--- src/rtl/countdown_timer_pkg.sv ---
// Shared types for the countdown timer: FSM state and the step taken on a tick.
// Latency: n/a (types and a pure function only).
// Backpressure: n/a.
package countdown_timer_pkg;

  // FSM encoding: the timer is either parked or counting.
  typedef enum logic {
    ST_IDLE = 1'b0,
    ST_RUN  = 1'b1
  } state_t;

  // Action applied to the count when a prescaler tick lands in RUN.
  typedef enum logic [1:0] {
    STEP_DEC    = 2'd0,  // ordinary decrement, not yet at the last unit
    STEP_RELOAD = 2'd1,  // last unit with auto-reload armed: restart from reload_reg
    STEP_EXPIRE = 2'd2   // last unit, run ends at zero
  } step_t;

  // Decide what a tick does. A reload value of zero cannot restart the run,
  // so it falls back to a normal expiry rather than parking RUN on count 0.
  function automatic step_t classify_step(input logic last_unit,
                                          input logic auto_rl,
                                          input logic reload_nonzero);
    if (!last_unit) begin
      return STEP_DEC;
    end
    if (auto_rl && reload_nonzero) begin
      return STEP_RELOAD;
    end
    return STEP_EXPIRE;
  endfunction

endpackage

--- src/rtl/countdown_timer_tick_gen.sv ---
// Prescaler for the countdown timer: emits one tick every prescale+1 enabled cycles.
// Latency: tick is combinational from the registered prescaler count and en.
// Backpressure: none; deasserting en freezes the prescaler in place.
//
// Ports:
//   clk       system clock, rising edge
//   clr       asynchronous active-high reset, zeroes the prescaler
//   en        advance the prescaler this cycle (RUN and not paused)
//   sync_clr  synchronous restart of the prescaler (load or accepted start)
//   prescale  compare value; a tick fires once the count reaches it
//   tick      high on the cycle the count should step
module tick_gen #(
  parameter int PRESCALE_W = 16
) (
  input  logic                  clk,
  input  logic                  clr,
  input  logic                  en,
  input  logic                  sync_clr,
  input  logic [PRESCALE_W-1:0] prescale,
  output logic                  tick
);

  logic [PRESCALE_W-1:0] presc_cnt;
  logic                  at_limit;

  // >= rather than == so that lowering prescale mid-run cannot strand the
  // counter above the new limit and make it wrap all the way around.
  assign at_limit = (presc_cnt >= prescale);
  assign tick     = en && at_limit;

  always_ff @(posedge clk or posedge clr) begin
    if (clr) begin
      presc_cnt <= '0;
    end else if (sync_clr) begin
      presc_cnt <= '0;
    end else if (en) begin
      if (at_limit) begin
        presc_cnt <= '0;
      end else begin
        presc_cnt <= presc_cnt + 1'b1;
      end
    end
  end

endmodule

--- src/rtl/countdown_timer.sv ---
// Loadable down-counter with prescaler, start/busy handshake and a one-cycle done pulse.
// Latency: start at edge t0 -> done high after edge t0 + N*(prescale+1) (+1 per paused cycle).
// Backpressure: pause freezes count and prescaler; start is ignored while busy.
//
// Ports:
//   clk          system clock, rising edge
//   clr          asynchronous active-high reset
//   load         capture load_val into both the count and the reload register
//   load_val     value to load
//   start        begin counting (only honoured when idle)
//   pause        hold count and prescaler while high
//   auto_reload  on expiry restart from the reload register instead of stopping
//   prescale     clock cycles per decrement minus one
//   count        current count value
//   busy         high while running
//   done         one-cycle pulse on expiry
//   zero         combinational count == 0
module countdown_timer
  import countdown_timer_pkg::*;
#(
  parameter int WIDTH      = 6,
  parameter int PRESCALE_W = 16
) (
  input  logic                  clk,
  input  logic                  clr,
  input  logic                  load,
  input  logic [WIDTH-1:0]      load_val,
  input  logic                  start,
  input  logic                  pause,
  input  logic                  auto_reload,
  input  logic [PRESCALE_W-1:0] prescale,
  output logic [WIDTH-1:0]      count,
  output logic                  busy,
  output logic                  done,
  output logic                  zero
);

  localparam logic [WIDTH-1:0] ONE = WIDTH'(1);

  state_t           state;
  state_t           state_nxt;
  logic [WIDTH-1:0] count_nxt;
  logic [WIDTH-1:0] reload_reg;
  logic [WIDTH-1:0] reload_nxt;
  logic             done_nxt;
  logic             busy_nxt;

  logic             start_ok;
  logic             run_en;
  logic             sync_clr;
  logic             tick;
  step_t            step;

  // A start while running must not restart the prescaler, so only an
  // accepted (idle) start counts as a restart request.
  assign start_ok = (state == ST_IDLE) && start;
  assign run_en   = (state == ST_RUN) && !pause;
  assign sync_clr = load || start_ok;

  // In RUN the count is always >= 1, so "<= 1" identifies the final unit;
  // it also keeps a corrupted zero from ever decrementing through 0.
  assign step = classify_step(count <= ONE, auto_reload, reload_reg != '0);

  tick_gen #(
    .PRESCALE_W(PRESCALE_W)
  ) u_tick_gen (
    .clk      (clk),
    .clr      (clr),
    .en       (run_en),
    .sync_clr (sync_clr),
    .prescale (prescale),
    .tick     (tick)
  );

  // Next-state and datapath. Priority: load > start > run logic.
  always_comb begin
    state_nxt  = state;
    count_nxt  = count;
    reload_nxt = reload_reg;
    done_nxt   = 1'b0;

    if (load) begin
      // Aborts any run silently; no done for an interrupted count.
      count_nxt  = load_val;
      reload_nxt = load_val;
      state_nxt  = ST_IDLE;
    end else if (start_ok) begin
      if (count != '0) begin
        state_nxt = ST_RUN;
      end else begin
        // Nothing to count: report expiry straight away, never go busy.
        done_nxt = 1'b1;
      end
    end else if ((state == ST_RUN) && tick) begin
      case (step)
        STEP_DEC: begin
          count_nxt = count - ONE;
        end
        STEP_RELOAD: begin
          // Jump straight to the reload value so 0 never shows on count.
          count_nxt = reload_reg;
          done_nxt  = 1'b1;
        end
        default: begin
          count_nxt = '0;
          done_nxt  = 1'b1;
          state_nxt = ST_IDLE;
        end
      endcase
    end

    busy_nxt = (state_nxt == ST_RUN);
  end

  always_ff @(posedge clk or posedge clr) begin
    if (clr) begin
      state      <= ST_IDLE;
      count      <= '0;
      reload_reg <= '0;
      done       <= 1'b0;
      busy       <= 1'b0;
    end else begin
      state      <= state_nxt;
      count      <= count_nxt;
      reload_reg <= reload_nxt;
      done       <= done_nxt;
      busy       <= busy_nxt;
    end
  end

  assign zero = (count == '0);

endmodule
--- config.mk ---
export PLATFORM = sky130hd
export DESIGN_NAME = countdown_timer
export DESIGN_NICKNAME = d
export VERILOG_FILES = /design/src/rtl/countdown_timer_pkg.sv /design/src/rtl/countdown_timer_tick_gen.sv /design/src/rtl/countdown_timer.sv
export SDC_FILE = /design/constraint.sdc
export NUM_CORES = 1
export LEC_CHECK = 0
export ABC_AREA = 0
export BUFFER_PORTS_ARGS = -buffer_cell sky130_fd_sc_hd__buf_2
export CORE_MARGIN = 8
export CORE_UTILIZATION = 35
export CTS_CLUSTER_DIAMETER = 60
export CTS_CLUSTER_SIZE = 12
export DETAILED_ROUTE_END_ITERATION = 7
export HOLD_SLACK_MARGIN = 0.08
export PLACE_DENSITY = 0.6
export SLEW_MARGIN = 15
export SYNTH_ARGS = -nofsm -noshare
export SYNTH_HDL_FRONTEND = slang
export SYNTH_SLANG_ARGS = --single-unit
--- constraint.sdc ---
create_clock -name clk -period 8.3 [get_ports clk]
set_input_delay 1.66 -clock clk [delete_from_list [all_inputs] [get_ports clk]]
set_output_delay 1.66 -clock clk [all_outputs]
set_load 0.05 [all_outputs]
; ---- Word-level counts from Yosys, hierarchy flattened
; Index checks and enable logic that the tools add are counted.
[op_classes]
n_addsub = 2
n_mul = 0
div_mod_pow = 0
magnitude_cmp = 2
eq_ne = 4
shift = 0
n_mux = 23
n_bitwise = 1
reduce_logical = 17
[op_table]
columns = cell, n
row1 = 16-bit 2-to-1 mux, 3
row2 = 6-bit 2-to-1 mux, 3
row3 = "16-bit by 1-bit adder with 16-bit output, second input constant", 1
row4 = 16-bit >= comparator, 1
row5 = 1-bit 2-to-1 mux, 12
row6 = 6-bit case mux with 2 select lines, 1
row7 = 6-bit nonzero test, 2
row8 = 2-bit 2-to-1 mux, 4
row9 = "6-bit by 1-bit <= comparator with 1-bit output, second input constant", 1
row10 = 6-bit zero test, 1
row11 = "6-bit by 1-bit subtractor with 6-bit output, second input constant", 1
row12 = 1-bit logical AND, 5
row13 = 2-bit nonzero test, 2
row14 = "3-bit by 1-bit != test with 1-bit output, second input constant", 1
row15 = "3-bit by 2-bit != test with 1-bit output, second input constant", 1
row16 = 3-bit AND reduction, 1
row17 = 3-bit nonzero test, 1
row18 = "2-bit by 1-bit equality test with 1-bit output, second input constant", 1
row19 = 2-bit zero test, 1
row20 = "2-bit != test, second input constant", 1
row21 = 2-bit AND reduction, 1
row22 = 2-bit OR reduction, 1
row23 = 1-bit zero test, 1
row24 = 1-bit logical OR, 1
row25 = 1-bit NOT, 1
[totals]
ff_bits = 30
latch_bits = 0
mem_bits_rw = 0
mem_bits_ro = 0
in_bits = 28
wordCells = 54
memories = 0

; ---- Logic depth before layout (Yosys ltp)
[logic_depth]
depth_word = 12
ltp_mapped = 9

; ---- Modules after synthesis
; Synthesis repeated with hierarchy kept, for this count alone.
[hier_totals]
hier_cells = 249
hier_area_um2 = 2180.8
[by_module_without_submodules]
columns = mod, instances, cells_per_inst, area_each_um2, seq_area_each_um2
row1 = tick_gen, 1, 161, 1360.1, 400.4
row2 = countdown_timer, 1, 88, 820.8, 350.3

; ---- Least setup slack after synthesis
; Ideal clock, no wire load.
[synth_timing]
kind = input to register
start = input prescale[13]
end = register count[4]
setup_time_ps = 82
arrival_time_ps = 3944
t_required_ps = 8218
path_slack_ps = 4274
stages = 8
path_buffers = 0
cell_sequence = inv_1 -> ha_1 -> nand4_1 -> or3_1 -> or4_4 -> a31o_2 -> or4_1 -> a31oi_1
[synth_via]
elab_chain_len = 5
[synth_lines]
columns = item, line
row1 = start: declaration, countdown_timer.sv:31  ; input logic [PRESCALE_W-1:0] prescale,
row2 = 16-bit >= comparator, countdown_timer_tick_gen.sv:28  ; assign at_limit = (presc_cnt >= prescale);
row3 = 1-bit logical AND, countdown_timer_tick_gen.sv:29  ; assign tick = en && at_limit;
row4 = 1-bit logical AND, countdown_timer.sv:94  ; end else if ((state == ST_RUN) && tick) begin
row5 = 2-bit nonzero test (no line), --
row6 = 2-bit AND reduction (no line), --
row7 = end signal: assignment, countdown_timer.sv:124  ; count <= count_nxt;
row8 = end: declaration, countdown_timer.sv:32  ; output logic [WIDTH-1:0] count,
; Every way passes these cells.
; A chain may end at the register's enable or synchronous reset.

; ---- Final worst setup path
[layout_timing]
start = input prescale[13]
end = register u_tick_gen.presc_cnt[11]
[layout_via]
elab_chain_len = 4
[layout_lines]
columns = item, line
row1 = 16-bit >= comparator, countdown_timer_tick_gen.sv:28
row2 = 16-bit 2-to-1 mux, countdown_timer_tick_gen.sv:37  ; if (at_limit) begin
row3 = 16-bit 2-to-1 mux, countdown_timer_tick_gen.sv:36  ; end else if (en) begin
row4 = 16-bit 2-to-1 mux, countdown_timer_tick_gen.sv:34  ; end else if (sync_clr) begin
row5 = end signal: assignment, countdown_timer_tick_gen.sv:40  ; presc_cnt <= presc_cnt + 1'b1;
row6 = end: declaration, countdown_timer_tick_gen.sv:23  ; logic [PRESCALE_W-1:0] presc_cnt;
; Every way passes these cells. The select of a mux whose other input is x is not followed.

==> impl_metrics.tcl <==
set metrics [dict create \
    cts_made_buffers 5 \
    die_h_um 92.3 \
    syn2layout_area_growth_pct 18.7 \
    finalMaxSlewViolations 0 \
    largest_register_ffs 16 \
    final_core_util_pct 41.9 \
    cp-start-kind "primary input" \
    yosys_warnings 0 \
    synth_nets 285 \
    gp_congestion 0.835 \
    worstMarginPinSlew_ns 1.08 \
    pwr-share-comb_pct 16.3 \
    placed_cells 347 \
    grt_pass1_wl_um 8670 \
    setup_viol 0 \
    slew_headroom_pct 26.1 \
    cellLeakagePower_nw 1.16 \
    hold_buffers 0 \
    finalWirelength_um 5030 \
    via_per_inst 5.31 \
    cp.arrival_ns 4.53 \
    via_count 1878 \
    final_nets 326 \
    fmax_mhz 229 \
    cap_viol_max_count 0 \
    cts_tree "yes" \
    io_pins 37 \
    start_util_pct 35.3 \
    outcome "complete, no violations" \
    track_usage_pct 12.3 \
    grt_pass1_vias 1867 \
    rsz0062_at_grt "false" \
    drtIter0Drc 113 \
    drive_above_1_share_pct 20.8 \
    final_cell_mix "36 x buf_2, 30 x dfrtp_1, 29 x inv_1" \
    clock_latency_ns 0.28 \
    yosysUniqueCellTypes 47 \
    grt_max_degree 31 \
    synthArstFlopShare_pct 100 \
    switching_share_pct 27.3 \
    final_common_cell "buf_2" \
    first_pass_iters 4 \
    setup_tns_ns 0 \
    hold_viol 0 \
    pwr_density_cell_nw_per_um2 153 \
    antenna_found_initial 0 \
    diodes 0 \
    post_drt_wl_per_cell_um 14.2 \
    grt_overflow_total 0 \
    clkPwrFrac_pct 40.5 \
    cts_max_level 2 \
    synth_edf_count 0 \
    synth-main-ff-cell "dfrtp_1" \
    seq_power_share_pct 43.3 \
    clk_path_buf_depth 2 \
    post_cts_buffers 0 \
    core-area_um2 5780 \
    ys_ff_latch 30 \
    ys_seq_area_share_pct 36.8 \
    critPathMaxFanout 14 \
    clk_pin_slew_ns 0.06 \
    root_buffer "clkbuf_8" \
    post-route-period-util_pct 52.7 \
    dpl.hpwl_um 3860 \
    die_w_um 92.3 \
    antenna_left 0 \
    path_class "in -> reg" \
    finalClockSkew_ns 0.00640 \
    fin_crit_ns 4.37 \
    intPower_mw 0.270 \
    cts_resized 0 \
    row_count 28 \
    die_area_um2 8530 \
    end_kind "register" \
    syn-cell-area_um2 2040 \
    required_ns 8.46 \
    clock-sinks 30 \
    io_buffers 36 \
    drcViolationCount 0 \
    syn_inst 238 \
    power.switching_mw 0.101 \
    min_path_type "reg -> reg" \
    ir_drop_uv 93.0 \
    avgSynthCellArea_um2 8.57 \
    final_cells 354 \
]
==> worst max-delay path: stages <==
cell and delay [ns]:
buf_2 0.07, inv_1 0.03, ha_1 0.30, a21o_2 0.21
a21o_2 0.20, a2111oi_0 0.95, and4_2 0.56, nand2_1 0.19
o311ai_0 0.37
==> per-stage QoR <==
stage                     worst slack, ns  total power [mW]  cell area [µm²]  hold WS (ns)
after floorplan                      4.27             0.203             2040         0.499
after CTS                            3.96             0.374             2420         0.557
final                                3.93             0.371             2420         0.555
after global routing                 3.73             0.390             2420         0.589
after detailed placement             3.68             0.224             2310         0.532
after global placement               3.84             0.223             2310         0.535
==> synthesized netlist by cell type (all sizes together), types with 4 or more instances <==
library cell | instances | area (µm²)
ha | 19 | 238
nand4 | 4 | 25.0
nor3 | 10 | 50.1
o311ai | 4 | 35.0
inv | 29 | 109
a31oi | 7 | 43.8
nor2 | 17 | 63.8
a22o | 4 | 35.0
nor2b | 5 | 31.3
nand3 | 12 | 60.1
nand2 | 22 | 82.6
a21oi | 10 | 50.1
dfrtp | 30 | 751
o21ai | 18 | 90.1
==> path summary, 6_finish.rpt <==
| kind | start | end | slack (ns) | depth (start not counted) |
|---|---|---|---|---|
| worst max-delay path | prescale[13] | u_tick_gen.presc_cnt[11] | 3.93 | 9 |
| worst min-delay path | reload_reg[2] | reload_reg[2] | 0.56 | 1 |
| worst max register to register | u_tick_gen.presc_cnt[13] | u_tick_gen.presc_cnt[11] | 4.96 | 7 |
| worst min register to register | reload_reg[2] | reload_reg[2] | 0.56 | 1 |
| max in group asynchronous | clr | u_tick_gen.presc_cnt[5] | 6.58 | 3 |
| min in group asynchronous | clr | reload_reg[1] | 1.43 | 3 |
==> layer usage <==
| metal | share of wire [%] | vias up | global-route usage, % |
|---|---|---|---|
| met5 | 0 | - | 0 |
| met4 | 1.0 | 0 | 3.62 |
| met3 | 4.6 | 4 | 3.40 |
| met2 | 44 | 44 | 19.0 |
| met1 | 50 | 877 | 16.3 |
| li1 | - | 953 | - |
==> area by class of cell <==
type,count,area (µm²)
Fill cell,600,3360
Tap cell,75,93.8
Inverter,29,109
Multi-Input combinational cell,174,1150
Clock buffer,6,82.6
Clock inverter,1,30.0
Sequential cell,30,751
Timing Repair Buffer,39,203
==> kinds of logic (layout without fill, tap and decap cells) <==
group / count (synthesis) / in the layout / synth area share [%]
compound gates: 65 / 65 / 21.8
simple gates: 87 / 87 / 21.4
fa+ha+maj: 19 / 19 / 11.7
buf+inv: 34 / 75 / 6.69
mux: 3 / 3 / 1.66
flops: 30 / 30 / 36.8
==> power groups by stage <==
stage	logic, mW	clock network [mW]	registers (mW)
2_1_floorplan	0.0315	0	0.172
3_3_place_gp	0.0598	0	0.163
3_5_place_dp	0.0608	0	0.163
4_1_cts	0.0611	0.153	0.161
5_1_grt	0.0682	0.160	0.162
6_report	0.0604	0.150	0.161
Power figures use the tool's default switching activity.
